`src/rtl/control_sequencer_if.sv`:
```
// control_sequencer_if
// Groups the instruction/handshake inputs and every datapath strobe driven by
// the hardwired control unit. The master modport is the sequencer; the slave
// modport is the datapath side (instruction register, memory, register file).
//   ir, start, mem_rdy              : datapath -> sequencer
//   Pout .. Rout, alu_control       : sequencer -> datapath strobes / ALU code
//   run, illegal                    : sequencer status
interface control_sequencer_if;
    logic [31:0] ir;
    logic        start;
    logic        mem_rdy;

    logic        Pout, MARen, Pen, Read, MDRen, MDROut, IRen, Yen;
    logic        ZLOen, ZHIen, ZLOout, ZHIout, LOen, HIen;
    logic        Gra, Grb, Grc, Rin, Rout;
    logic [4:0]  alu_control;
    logic        run;
    logic        illegal;

    modport master (
        input  ir, start, mem_rdy,
        output Pout, MARen, Pen, Read, MDRen, MDROut, IRen, Yen,
        output ZLOen, ZHIen, ZLOout, ZHIout, LOen, HIen,
        output Gra, Grb, Grc, Rin, Rout,
        output alu_control, run, illegal
    );

    modport slave (
        output ir, start, mem_rdy,
        input  Pout, MARen, Pen, Read, MDRen, MDROut, IRen, Yen,
        input  ZLOen, ZHIen, ZLOout, ZHIout, LOen, HIen,
        input  Gra, Grb, Grc, Rin, Rout,
        input  alu_control, run, illegal
    );
endinterface

```
`src/rtl/control_sequencer.sv`:
```
// control_sequencer
// Hardwired control unit for the Mini SRC datapath. Steps through fetch
// (T0-T2) and execute (T3-T6) and decodes the datapath strobes from the
// current state and the opcode ir[31:27] (Moore style).
//   clk  : system clock, rising edge
//   clr  : asynchronous active-low reset, forces IDLE
//   bus  : control_sequencer_if.master (ir/start/mem_rdy in, strobes out)
//
// state | meaning
// ------+---------------------------------------------------------------
// IDLE  | after reset, waiting for start
// T0    | PC to MAR, PC+1 computed into ZLO
// T1    | memory read, ZLO back to PC; held until mem_rdy
// T2    | MDR to IR
// T3    | Rb to Y, or nop / halt / illegal resolution
// T4    | Rc through ALU into Z (ZHI too for mul/div)
// T5    | ZLO to Ra (ALU) or to LO (mul/div)
// T6    | ZHI to HI (mul/div only)
// HALT  | stopped after a halt opcode, waiting for start
module control_sequencer #(
    parameter logic [4:0] INCPC_OP = 5'b11111,
    parameter logic [4:0] MUL_OP   = 5'b01111,
    parameter logic [4:0] DIV_OP   = 5'b10000,
    parameter logic [4:0] NOP_OP   = 5'b11010,
    parameter logic [4:0] HALT_OP  = 5'b11011
) (
    input  logic                        clk,
    input  logic                        clr,
    control_sequencer_if.master         bus
);
    localparam logic [3:0] S_IDLE = 4'd0;
    localparam logic [3:0] S_T0   = 4'd1;
    localparam logic [3:0] S_T1   = 4'd2;
    localparam logic [3:0] S_T2   = 4'd3;
    localparam logic [3:0] S_T3   = 4'd4;
    localparam logic [3:0] S_T4   = 4'd5;
    localparam logic [3:0] S_T5   = 4'd6;
    localparam logic [3:0] S_T6   = 4'd7;
    localparam logic [3:0] S_HALT = 4'd8;

    logic [3:0] state, state_nxt;
    logic [4:0] opcode;
    logic       is_alu, is_muldiv, is_nop, is_halt;
    logic       unused_ir;

    assign opcode    = bus.ir[31:27];
    assign unused_ir = ^bus.ir[26:0];

    assign is_alu    = (opcode <= 5'b01110);
    assign is_muldiv = (opcode == MUL_OP) || (opcode == DIV_OP);
    assign is_nop    = (opcode == NOP_OP);
    assign is_halt   = (opcode == HALT_OP);

    always_ff @(posedge clk or negedge clr) begin
        if (!clr) state <= S_IDLE;
        else      state <= state_nxt;
    end

    always_comb begin
        state_nxt = state;
        case (state)
            S_IDLE: if (bus.start) state_nxt = S_T0;
            S_T0:   state_nxt = S_T1;
            S_T1:   if (bus.mem_rdy) state_nxt = S_T2;
            S_T2:   state_nxt = S_T3;
            S_T3: begin
                // Undefined opcodes fall through to the next fetch like a nop.
                if (is_alu || is_muldiv) state_nxt = S_T4;
                else if (is_halt)        state_nxt = S_HALT;
                else                     state_nxt = S_T0;
            end
            S_T4:   state_nxt = S_T5;
            S_T5:   state_nxt = is_muldiv ? S_T6 : S_T0;
            S_T6:   state_nxt = S_T0;
            S_HALT: if (bus.start) state_nxt = S_T0;
            default: state_nxt = S_IDLE;
        endcase
    end

    always_comb begin
        bus.Pout = 1'b0;  bus.MARen = 1'b0;  bus.Pen = 1'b0;    bus.Read = 1'b0;
        bus.MDRen = 1'b0; bus.MDROut = 1'b0; bus.IRen = 1'b0;   bus.Yen = 1'b0;
        bus.ZLOen = 1'b0; bus.ZHIen = 1'b0;  bus.ZLOout = 1'b0; bus.ZHIout = 1'b0;
        bus.LOen = 1'b0;  bus.HIen = 1'b0;   bus.Gra = 1'b0;    bus.Grb = 1'b0;
        bus.Grc = 1'b0;   bus.Rin = 1'b0;    bus.Rout = 1'b0;
        bus.alu_control = 5'b00000;
        bus.illegal     = 1'b0;
        bus.run         = (state != S_IDLE) && (state != S_HALT);
        case (state)
            S_T0: begin
                bus.Pout = 1'b1; bus.MARen = 1'b1; bus.ZLOen = 1'b1;
                bus.alu_control = INCPC_OP;
            end
            S_T1: begin
                bus.ZLOout = 1'b1; bus.Pen = 1'b1; bus.Read = 1'b1; bus.MDRen = 1'b1;
            end
            S_T2: begin
                bus.MDROut = 1'b1; bus.IRen = 1'b1;
            end
            S_T3: begin
                if (is_alu || is_muldiv) begin
                    bus.Grb = 1'b1; bus.Rout = 1'b1; bus.Yen = 1'b1;
                end else if (!is_nop && !is_halt) begin
                    bus.illegal = 1'b1;
                end
            end
            S_T4: begin
                bus.Grc = 1'b1; bus.Rout = 1'b1; bus.ZLOen = 1'b1;
                bus.ZHIen = is_muldiv;
                bus.alu_control = opcode;
            end
            S_T5: begin
                bus.ZLOout = 1'b1;
                if (is_muldiv) begin
                    bus.LOen = 1'b1;
                end else begin
                    bus.Gra = 1'b1; bus.Rin = 1'b1;
                end
            end
            S_T6: begin
                bus.ZHIout = 1'b1; bus.HIen = 1'b1;
            end
            default: ;
        endcase
    end
endmodule

```
`src/flat_wrapper.sv`:
```
// flat-port wrapper written by rule: the top's interface ports become plain ports
module control_sequencer_flat 
#(
    parameter logic [4:0] INCPC_OP = 5'b11111,
    parameter logic [4:0] MUL_OP   = 5'b01111,
    parameter logic [4:0] DIV_OP   = 5'b10000,
    parameter logic [4:0] NOP_OP   = 5'b11010,
    parameter logic [4:0] HALT_OP  = 5'b11011
)
  (clk, clr, bus_ir, bus_start, bus_mem_rdy, bus_Pout, bus_MARen, bus_Pen, bus_Read, bus_MDRen, bus_MDROut, bus_IRen, bus_Yen, bus_ZLOen, bus_ZHIen, bus_ZLOout, bus_ZHIout, bus_LOen, bus_HIen, bus_Gra, bus_Grb, bus_Grc, bus_Rin, bus_Rout, bus_alu_control, bus_run, bus_illegal);
  control_sequencer_if bus_i ();
  input  logic clk;
  input  logic clr;
  input wire logic [$bits(bus_i.ir)-1:0] bus_ir;
  input wire logic [$bits(bus_i.start)-1:0] bus_start;
  input wire logic [$bits(bus_i.mem_rdy)-1:0] bus_mem_rdy;
  output wire logic [$bits(bus_i.Pout)-1:0] bus_Pout;
  output wire logic [$bits(bus_i.MARen)-1:0] bus_MARen;
  output wire logic [$bits(bus_i.Pen)-1:0] bus_Pen;
  output wire logic [$bits(bus_i.Read)-1:0] bus_Read;
  output wire logic [$bits(bus_i.MDRen)-1:0] bus_MDRen;
  output wire logic [$bits(bus_i.MDROut)-1:0] bus_MDROut;
  output wire logic [$bits(bus_i.IRen)-1:0] bus_IRen;
  output wire logic [$bits(bus_i.Yen)-1:0] bus_Yen;
  output wire logic [$bits(bus_i.ZLOen)-1:0] bus_ZLOen;
  output wire logic [$bits(bus_i.ZHIen)-1:0] bus_ZHIen;
  output wire logic [$bits(bus_i.ZLOout)-1:0] bus_ZLOout;
  output wire logic [$bits(bus_i.ZHIout)-1:0] bus_ZHIout;
  output wire logic [$bits(bus_i.LOen)-1:0] bus_LOen;
  output wire logic [$bits(bus_i.HIen)-1:0] bus_HIen;
  output wire logic [$bits(bus_i.Gra)-1:0] bus_Gra;
  output wire logic [$bits(bus_i.Grb)-1:0] bus_Grb;
  output wire logic [$bits(bus_i.Grc)-1:0] bus_Grc;
  output wire logic [$bits(bus_i.Rin)-1:0] bus_Rin;
  output wire logic [$bits(bus_i.Rout)-1:0] bus_Rout;
  output wire logic [$bits(bus_i.alu_control)-1:0] bus_alu_control;
  output wire logic [$bits(bus_i.run)-1:0] bus_run;
  output wire logic [$bits(bus_i.illegal)-1:0] bus_illegal;
  assign bus_i.ir = bus_ir;
  assign bus_i.start = bus_start;
  assign bus_i.mem_rdy = bus_mem_rdy;
  assign bus_Pout = bus_i.Pout;
  assign bus_MARen = bus_i.MARen;
  assign bus_Pen = bus_i.Pen;
  assign bus_Read = bus_i.Read;
  assign bus_MDRen = bus_i.MDRen;
  assign bus_MDROut = bus_i.MDROut;
  assign bus_IRen = bus_i.IRen;
  assign bus_Yen = bus_i.Yen;
  assign bus_ZLOen = bus_i.ZLOen;
  assign bus_ZHIen = bus_i.ZHIen;
  assign bus_ZLOout = bus_i.ZLOout;
  assign bus_ZHIout = bus_i.ZHIout;
  assign bus_LOen = bus_i.LOen;
  assign bus_HIen = bus_i.HIen;
  assign bus_Gra = bus_i.Gra;
  assign bus_Grb = bus_i.Grb;
  assign bus_Grc = bus_i.Grc;
  assign bus_Rin = bus_i.Rin;
  assign bus_Rout = bus_i.Rout;
  assign bus_alu_control = bus_i.alu_control;
  assign bus_run = bus_i.run;
  assign bus_illegal = bus_i.illegal;
  control_sequencer #(.INCPC_OP(INCPC_OP), .MUL_OP(MUL_OP), .DIV_OP(DIV_OP), .NOP_OP(NOP_OP), .HALT_OP(HALT_OP)) u_core (.clk(clk), .clr(clr), .bus(bus_i));
endmodule
```
`config.mk`:
```
export PLATFORM = sky130hd
export DESIGN_NAME = control_sequencer_flat
export DESIGN_NICKNAME = d
export VERILOG_FILES = /design/src/rtl/control_sequencer_if.sv /design/src/rtl/control_sequencer.sv /design/src/flat_wrapper.sv
export SDC_FILE = /design/constraint.sdc
export NUM_CORES = 1
export LEC_CHECK = 0
export BUFFER_PORTS_ARGS = -buffer_cell sky130_fd_sc_hd__buf_4
export CORE_MARGIN = 2
export CORE_UTILIZATION = 28
export DETAILED_ROUTE_END_ITERATION = 8
export GPL_ROUTABILITY_DRIVEN = 1
export MAX_ROUTING_LAYER = met4
export PLACE_DENSITY = 0.85
export SYNTH_ARGS = -nofsm -noshare
export SYNTH_HDL_FRONTEND = slang
export SYNTH_SLANG_ARGS = --single-unit
```
`constraint.sdc`:
```
create_clock -name clk -period 1.3 [get_ports clk]
set_input_delay 0.065 -clock clk [delete_from_list [all_inputs] [get_ports clk]]
set_output_delay 0.065 -clock clk [all_outputs]
set_load 0.01 [all_outputs]
```
==> results of run 1 <==
[how the worst min path moves through the flow]
stage                          from                     endpoint  slack, ns
after global placement          clr  u_core.state[0]$_DFFE_PN0P_      -0.14
after CTS                 bus_start  u_core.state[3]$_DFFE_PN0P_       0.13
after global routing      bus_start  u_core.state[3]$_DFFE_PN0P_       0.17
after detailed placement        clr  u_core.state[0]$_DFFE_PN0P_      -0.14
final                     bus_start  u_core.state[3]$_DFFE_PN0P_       0.15
after floorplan                 clr  u_core.state[0]$_DFFE_PN0P_      -0.23
[layout by cell type (no fill, tap or decap), drive strengths merged]
cell type	count
a211oi	1
a21o	1
a31oi	1
and2b	1
buf	57
clkbuf	3
clkinv	1
dfrtp	4
dlygate4sd3	1
inv	4
nand2	3
nand2b	3
nand3	1
nand3b	1
nor2	5
nor2b	1
nor3	5
nor3b	1
nor4	1
nor4b	2
o21a	5
o21ai	2
o2bb2a	1
o311ai	2
o41ai	1
or2	1
or3	3
or3b	1
or4	1
[routing by layer]
metal / part of all wire (%) / vias to the layer above
li1: - / 329
met1: 40 / 320
met2: 53 / 23
met3: 5.0 / 4
met4: 1.3 / 0
met5: 0 / -
[final cells by class]
type | count | area (um2)
fill | 129 | 567
timing repair buffer | 58 | 536
multi-input combinational | 44 | 414
sequential | 4 | 104
inverter | 5 | 25.0
clock buffer | 3 | 22.5
tap | 17 | 21.3
[cell families (layout without fill, tap and decap cells)]
group / count (synthesis) / count (layout) / synth area share, %
AO/OA/AOI/OAI: 14 / 14 / 22.5
buffers and inverters: 16 / 66 / 19.6
AND/OR/NAND/NOR: 30 / 30 / 37.5
flip-flops: 4 / 4 / 20.4
[worst max-delay path: stages, from the launching register on]
cell     delay (ns)
dfrtp_2        0.45
or3b_4         0.45
inv_4          0.10
o21a_1         0.13
buf_6          0.10
[power by group]
| group | leakage (nW) | switching [W] | internal (W) |
|---|---|---|---|
| sequential | 0.0481 | 0.0000988 | 0.000184 |
| combinational | 0.460 | 0.000938 | 0.00131 |
| clock | 0.0138 | 0.0000493 | 0.000103 |
| total | 0.522 | 0.00109 | 0.00159 |
[timing repair]
| action | CTS | global route |
|---|---|---|
| setup endpoints to repair | 28 | 29 |
| hold buffers | 1 | 0 |
| buffers inserted | 7 | 6 |
| gates cloned | 0 | 0 |
| hold endpoints to repair | 4 | 0 |
| pin swaps | 5 | 9 |
| gates resized for setup | 29 | 29 |
[through the flow]
step	hold WS, ns	setup TNS [ns]	worst slack [ns]
3_5_place_dp	-0.139	-0.543	-0.0883
5_1_grt	0.173	-4.90	-0.270
2_1_floorplan	-0.231	-0.403	-0.0880
4_1_cts	0.126	-3.39	-0.215
3_3_place_gp	-0.140	-0.248	-0.0503
6_report	0.153	-3.76	-0.234
==> key figures, run 1 <==
STA
  • Final setup viols: 26
  • Fin crit share: 118%
  • Rel. slew slack: between 70% and 80%
  • Fin worst setup slack: -0.234 ns
  • Tmin final: ~1.5 ns
  • Max Freq: around 650 MHz
  • Worst Skew: 0.00690 ns
  • RSZ-0062 raised after global routing: true
  • Worst-margin pin slew: 0.307 ns
  • Max-slew violation count: 0
  • Fin. Hold Viols: 0

GRT
  • Largest net degree at the start of global routing: 9
  • Routing usage on met2: 28.1%
  • Met3 Usage GRT: 3.17%
  • Routing usage on met1: 18.6%
  • Global routing's busiest layer: met2
  • First-pass GRT wire length: about 2500 um
  • GR Util All Layers: 16.4%
  • Vias in the first global route: between 600 and 700
  • Initial antenna violation count: 0
  • GRT overflow: 0

Drt
  • DR iter-0 viols: 3
  • Via density: 5.16
  • Post-Route WL: 1850 um
  • # DRC: 0
  • Post-route ant nets: 0
  • Drt first pass iters: 4
  • WL per Instance: 14.1 um
  • Vias: 676

Setup path
  • R2R Setup Slk: -0.10 ns
  • CP required: 1.24 ns
  • R2R cell count: 4
  • RR Startpoint: u_core.state[3]$_DFFE_PN0P_
  • FF-to-FF End: u_core.state[3]$_DFFE_PN0P_
  • CP arrival: 1.47 ns
  • Setup crit start kind: flip-flop
  • CP endpoint: bus_alu_control[4]
  • CP max FO: 7
  • Crit Path Class: reg2out
  • Worst setup startpoint: u_core.state[0]$_DFFE_PN0P_
  • CP endpoint kind: output pin

Pwr
  • Final Power: 0.00268 W
  • P_leak: 0.522 nW
  • Worst vdd ir: 0.00120 V
  • Pwr per Cell Area: 2390 nW/um2

Clocking
  • Clock Tree Buf Depth: 2
  • H-tree depth: 1
  • CTS Buf Count: 3
  • Clk root buf: clkbuf_4
  • CTS Sinks: 4
  • Worst skew pair latency: 0.23 ns
  • Clock-pin slew on the worst setup and hold paths: ~0.04 ns
  • CTS tree: built

Cells and area
  • Layout Area Growth over Synthesis: 129%
  • Largest reg by FF count: u_core.state
  • Layout Nets: 152
  • # diodes: 0
  • Final std cells w/o fill: 131
  • Number of flip-flops in the largest register: 4
  • Layout Utilization: 66.4%
  • Fraction of layout cells with a size suffix above 1: 74.6%
  • Design area: 1120 um2
  • Top Registers: u_core.state: 4 flops

Run status
  • Failing checks: setup timing
  • Status: finished with violations

Yosys
  • Synth top cells by count: buf_4, nor2_1, nor3_1, o21a_1, dfrtp_1
  • Leading area contributor after synthesis: dfrtp_1
  • Number of synthesized flops with an enable pin: 0
  • Syn Std Cell Area: 490 um2
  • Post-synth ARST share: 100%
  • Ys flop type: dfrtp_1
  • Synthesized area per cell: about 7.7 um2
  • Post-synthesis register bit count: 4
  • Synth top area share: 20.4%
  • Yosys cell types: 32
  • Post-Synthesis Cells: 64
  • Synthesis warning total: 0
  • Top post-synthesis cells by area: dfrtp_1, buf_4, o21a_1
  • Sequential element share of the synthesized area: between 20% and 30%
  • Most common cell in the netlist: buf_4
  • Syn nets: 100

Placement
  • Placed Area: 792 um2
  • Placed Cells: 115
  • Port bufs: 34
  • Dpl hpwl: 1140 um
  • GP Congestion: 0.876

Die
  • Ports: 62
  • DIE AREA: about 2100 um2
  • Die width: 45.9 um
  • Starting Density: 29.0%
  • Die H: 45.9 um
  • Area of the core: approximately 1700 um2
  • Num rows: 15

Run
  • Max_cap viols: 0

Hold path
  • Min-delay worst type: in2reg
  • Worst Hold Path Cells: 4
(Power assumes the default switching activity.)
==> run 2, diff against run 1 <==
- ABC_AREA: unset -> 1
- CORE_UTILIZATION: 28 -> 26
- PLACE_DENSITY: 0.85 -> 0.83
- SKIP_CTS_REPAIR_TIMING: unset -> 1
==> key figures, run 2 <==
Run status
  • Status: finished with violations
  • Failing checks: setup timing

Yosys
  • Leading area contributor after synthesis: dfrtp_1
  • Number of synthesized flops with an enable pin: 0
  • Ys flop type: dfrtp_1
  • Syn Std Cell Area: 444 um2
  • Synth top cells by count: nand2_1, nor2_1, inv_1
  • Post-synth ARST share: 100%
  • Post-Synthesis Cells: 77
  • Syn nets: 113
  • Post-synthesis register bit count: 4
  • Synth top area share: 22.5%
  • Most common cell in the netlist: nand2_1
  • Sequential element share of the synthesized area: 22.5%
  • Synthesis warning total: 0
  • Yosys cell types: 16
  • Synthesized area per cell: 5.77 um2
  • Top post-synthesis cells by area: dfrtp_1, nand2_1, nor2_1

Pwr
  • P_leak: 0.486 nW
  • Worst vdd ir: 0.00104 V
  • Pwr per Cell Area: 2080 nW/um2

Run
  • Max_cap viols: 0

Hold path
  • Min-delay worst type: in2reg
  • Min-delay src: bus_mem_rdy
  • Worst Hold Path Cells: 4
  • Hold Path Sink: u_core.state[3]$_DFFE_PN0P_

STA
  • Tmin final: roughly 1.4 ns
  • Max Freq: about 730 MHz
  • Final setup viols: 16
  • Fin worst setup slack: -0.0730 ns
  • RSZ-0062 raised after global routing: true
  • Hold_ws: 0.129 ns
  • Worst Skew: 0.00104 ns
  • Fin. Hold Viols: 0
  • Worst-margin pin slew: ~0.27 ns
  • Fin crit share: 106%
  • Max-slew violation count: 0
  • Rel. slew slack: around 82%

Cells and area
  • FILL cells: about 140
  • Fraction of layout cells with a size suffix above 1: between 60% and 70%
  • Largest reg by FF count: u_core.state
  • Layout Area Growth over Synthesis: 90.4%
  • Storage cell area: 105 um2
  • Multi-input combinational cell area: 319 um2
  • Commonest non-fill, non-tap cell in the layout: buf_4
  • Top Registers: u_core.state: 4 flops
  • Most frequent cells in the layout: buf_4, nand2_1, nor2_1
  • Number of flip-flops in the largest register: 4
  • Layout Nets: between 150 and 200
  • # diodes: 0

Die
  • Die H: roughly 45 um
  • Starting Density: ~28%
  • Num rows: 14
  • Die width: approximately 45 um
  • Area of the core: 1560 um2
  • DIE AREA: 2050 um2
  • Ports: 62

Setup path
  • CP arrival: about 1.3 ns
  • RR Startpoint: u_core.state[0]$_DFFE_PN0P_
  • Setup crit start kind: flip-flop
  • R2R Setup Slk: 0.09 ns
  • FF-to-FF End: u_core.state[2]$_DFFE_PN0P_
  • CP required: about 1.2 ns
  • Crit Path Class: reg2out
  • CP endpoint kind: output pin
  • R2R cell count: 6
  • CP max FO: 4

Drt
  • Post-Route WL: 1560 um
  • Vias: approximately 620
  • Drt first pass iters: 3
  • # DRC: 0
  • Post-route ant nets: 0
  • WL per Instance: 11.9 um
  • Via density: 4.74
  • DR iter-0 viols: 8

Placement
  • Dpl hpwl: 1110 um
  • GP Congestion: between 0.8 and 0.9
  • Pre-CTS setup slack: 0.109 ns
  • Port bufs: 34

GRT
  • GR Util All Layers: 13.2%
  • GRT overflow: 0
  • Global routing's busiest layer: met2
  • Routing usage on met2: a little under a quarter
  • Met3 Usage GRT: under 10%
  • Routing usage on met1: 14.2%
  • Largest net degree at the start of global routing: 8
  • Initial antenna violation count: 0
  • Vias in the first global route: between 400 and 500
  • First-pass GRT wire length: 1910 um

Clocking
  • CTS Buf Count: 3
  • Clock-pin slew on the worst setup and hold paths: 0.03 ns
  • Worst skew pair latency: roughly 0.23 ns
  • Clock Tree Buf Depth: 2
  • CTS tree: built
  • CTS Sinks: 4
  • Clk root buf: clkbuf_4
  • H-tree depth: 1
## run 2: changes by cell type after synthesis, sizes merged, moves of 3 or more
cell    delta
nand2     +14
nor2      +13
inv       +10
nor3       -5
o21a       -5
a21oi      +4
nand3      +4
buf        -3
nand2b     -3
or3        -3
## run 2: kinds of logic after synthesis
logic type / after synthesis / share of synthesized area (%)
simple gates: 44 / 43.7
compound gates: 8 / 10.1
buf+inv: 21 / 23.7
flops: 4 / 22.5
## run 2: worst max-delay path, cell delays in order (launching register included)
cell and delay, ns:
dfrtp_2 0.45, inv_2 0.09, nand2_2 0.07, nor2_2 0.12, nand3_1 0.14, inv_1 0.10
buf_4 0.12
## run 2: through the flow
step | area (um2) | util [%] | setup TNS, ns | cells | total power, W
floorplan | 444 | - | 0 | 77 | 0.000842
global placement | 674 | 43.3 | 0 | 121 | 0.00127
global route | 846 | 54.3 | -2.04 | 131 | 0.00191
CTS | 697 | 44.7 | -0.752 | 124 | 0.00144
detailed placement | 674 | 43.3 | 0 | 121 | 0.00129
finish | 846 | 54.3 | -0.544 | 131 | 0.00176
## run 2: how the worst max path moves through the flow
stage                                start           to  slack [ns]
3_5_place_dp   u_core.state[2]$_DFFE_PN0P_  bus_illegal        0.11
5_1_grt        u_core.state[0]$_DFFE_PN0P_     bus_LOen       -0.17
3_3_place_gp   u_core.state[2]$_DFFE_PN0P_  bus_illegal        0.11
4_1_cts        u_core.state[2]$_DFFE_PN0P_  bus_illegal       -0.14
2_1_floorplan  u_core.state[3]$_DFFE_PN0P_      bus_Rin        0.12
6_report       u_core.state[0]$_DFFE_PN0P_     bus_LOen       -0.07
## run 2: metal layers
metal,share of wire (%),routed length (um)
met5,0,0
met3,4.7,74
met1,38,596
met2,55,860
met4,2.1,33
## run 2: area by class of cell
class / count / share of cell area [%]
timing repair buffer: 42 / 38.0
inverter: 14 / 6.80
clock buffer: 3 / 2.66
sequential: 4 / 12.4
multi-input combinational: 52 / 37.7
tap: 16 / 2.37
## run 2: power breakdown
| part | switching [W] | internal (W) | total [W] |
|---|---|---|---|
| clock | 0.0000409 | 0.000103 | 0.000143 |
| sequential | 0.0000888 | 0.000180 | 0.000268 |
| combinational | 0.000704 | 0.000647 | 0.00135 |
==> run 3, diff against run 2 <==
- SETUP_SLACK_MARGIN: unset -> 0.2
==> key figures, run 3 (synthesized netlist as in run 2, its figures left out) <==
STA
  • Max-slew violation count: 0
  • Rel. slew slack: 82.8%
  • Fin crit share: 102%
  • Final setup viols: 9
  • Worst Skew: 0.00278 ns
  • Fin. Hold Viols: 0
  • Max Freq: 752 MHz
  • RSZ-0062 raised after global routing: true
  • Worst-margin pin slew: 0.256 ns
  • Tmin final: 1.33 ns
  • Fin worst setup slack: -0.0295 ns

Cells and area
  • Largest reg by FF count: u_core.state
  • Fraction of layout cells with a size suffix above 1: 64.3%
  • # diodes: 0
  • Layout Area Growth over Synthesis: 89.0%
  • Number of flip-flops in the largest register: 4
  • Design area: 840 um2
  • Commonest non-fill, non-tap cell in the layout: buf_4
  • Top Registers: u_core.state: 4 flops
  • Layout Nets: 150
  • Final std cells w/o fill: 128
  • Most frequent cells in the layout: buf_4, nand2_1, nor2_1
  • Layout Utilization: 53.9%

Drt
  • Top sig layer: met3
  • # DRC: 0
  • Post-route ant nets: 0
  • DR iter-0 viols: 11
  • Met1 Wirelength: 585 um
  • WL per Instance: ~12 um
  • Post-Route WL: 1510 um
  • Via density: 4.76
  • Met2 WL post-DR: 861 um
  • Metal3 WL: between 60 and 70 um
  • Vias: 609
  • Drt first pass iters: 4

Die
  • DIE AREA: 2050 um2
  • Starting Density: 28.5%
  • Area of the core: between 1500 and 2000 um2
  • Ports: 62
  • Die H: 45.3 um
  • Die width: between 40 and 50 um
  • Num rows: 14

GRT
  • GR Util All Layers: 13.4%
  • Vias in the first global route: 530
  • Largest net degree at the start of global routing: 8
  • First-pass GRT wire length: 1940 um
  • GRT overflow: 0
  • Initial antenna violation count: 0

Run status
  • Failing checks: setup timing
  • Status: finished with violations

Clocking
  • Clock Tree Buf Depth: 2
  • Clock-pin slew on the worst setup and hold paths: 0.04 ns
  • CTS Sinks: 4
  • Worst skew pair latency: 0.23 ns
  • CTS tree: built
  • Clk root buf: clkbuf_4
  • CTS Buf Count: 3
  • H-tree depth: 1

Placement
  • Placed Area: roughly 680 um2
  • Placed Cells: 121
  • Port bufs: 34
  • Dpl hpwl: ~1100 um
  • GP Congestion: 0.863

Hold path
  • Min-delay worst type: in2reg
  • Worst Hold Path Cells: 4

Pwr
  • Pwr per Cell Area: approximately 2100 nW/um2
  • Final Power: 0.00179 W
  • P_leak: 0.475 nW
  • Worst vdd ir: 0.00106 V

Setup path
  • CP arrival: 1.26 ns
  • CP endpoint kind: output pin
  • CP max FO: 4
  • Crit Path Class: reg2out
  • R2R cell count: 5
  • Setup crit start kind: flip-flop
  • CP required: 1.24 ns

Run
  • Max_cap viols: 0
==> run 3: cell types whose count changed in the layout (fill, tap and decap cells not counted), moves of 2 or more <==
cell and change:
buf_4 -5, buf_6 +2, nand2_1 -2, nand2_2 +2
==> run 3: path summary, 6_finish.rpt <==
kind / startpoint / end / slack [ns]
max: u_core.state[0]$_DFFE_PN0P_ / bus_LOen / -0.03
min: bus_mem_rdy / u_core.state[3]$_DFFE_PN0P_ / 0.12
max reg2reg: u_core.state[2]$_DFFE_PN0P_ / u_core.state[3]$_DFFE_PN0P_ / 0.17
min reg2reg: u_core.state[3]$_DFFE_PN0P_ / u_core.state[3]$_DFFE_PN0P_ / 0.60
max in group asynchronous: clr / u_core.state[1]$_DFFE_PN0P_ / 1.02
min in group asynchronous: clr / u_core.state[0]$_DFFE_PN0P_ / 0.17
==> run 3: metal layers <==
layer / up-vias / global-route usage [%]
met2: 22 / 23.4
met4: 0 / 7.06
met3: 0 / 2.40
met5: - / -
li1: 299 / -
met1: 288 / 14.1
==> run 3: critical path, cell delays in order (launching register included) <==
cell and delay [ns]:
dfrtp_2 0.44, inv_2 0.09, nand2_2 0.08, nor2_4 0.11
nand3_1 0.13, inv_1 0.08, buf_4 0.11
==> run 3: final cells by class <==
class	count	area [um2]
multi-input cells	52	328
well taps	16	20.0
inverters	14	57.6
clock buffers	3	22.5
flip-flops and latches	4	105
fillers	140	719
repair buffers	39	307
==> run 3: power by group <==
group / switching [W] / total (W) / internal, W
combinational: 0.000729 / 0.00138 / 0.000650
sequential: 0.0000843 / 0.000264 / 0.000179
clock: 0.0000451 / 0.000148 / 0.000103
==> run 3: per-stage QoR <==
stage	setup slack (ns)	hold WS, ns	TNS (ns)
final	-0.0295	0.117	-0.186
after global placement	0.119	-0.138	0
after detailed placement	0.0988	-0.138	0
after global routing	-0.0970	0.138	-1.38
after floorplan	0.203	-0.231	0
after CTS	-0.152	-0.387	-0.981
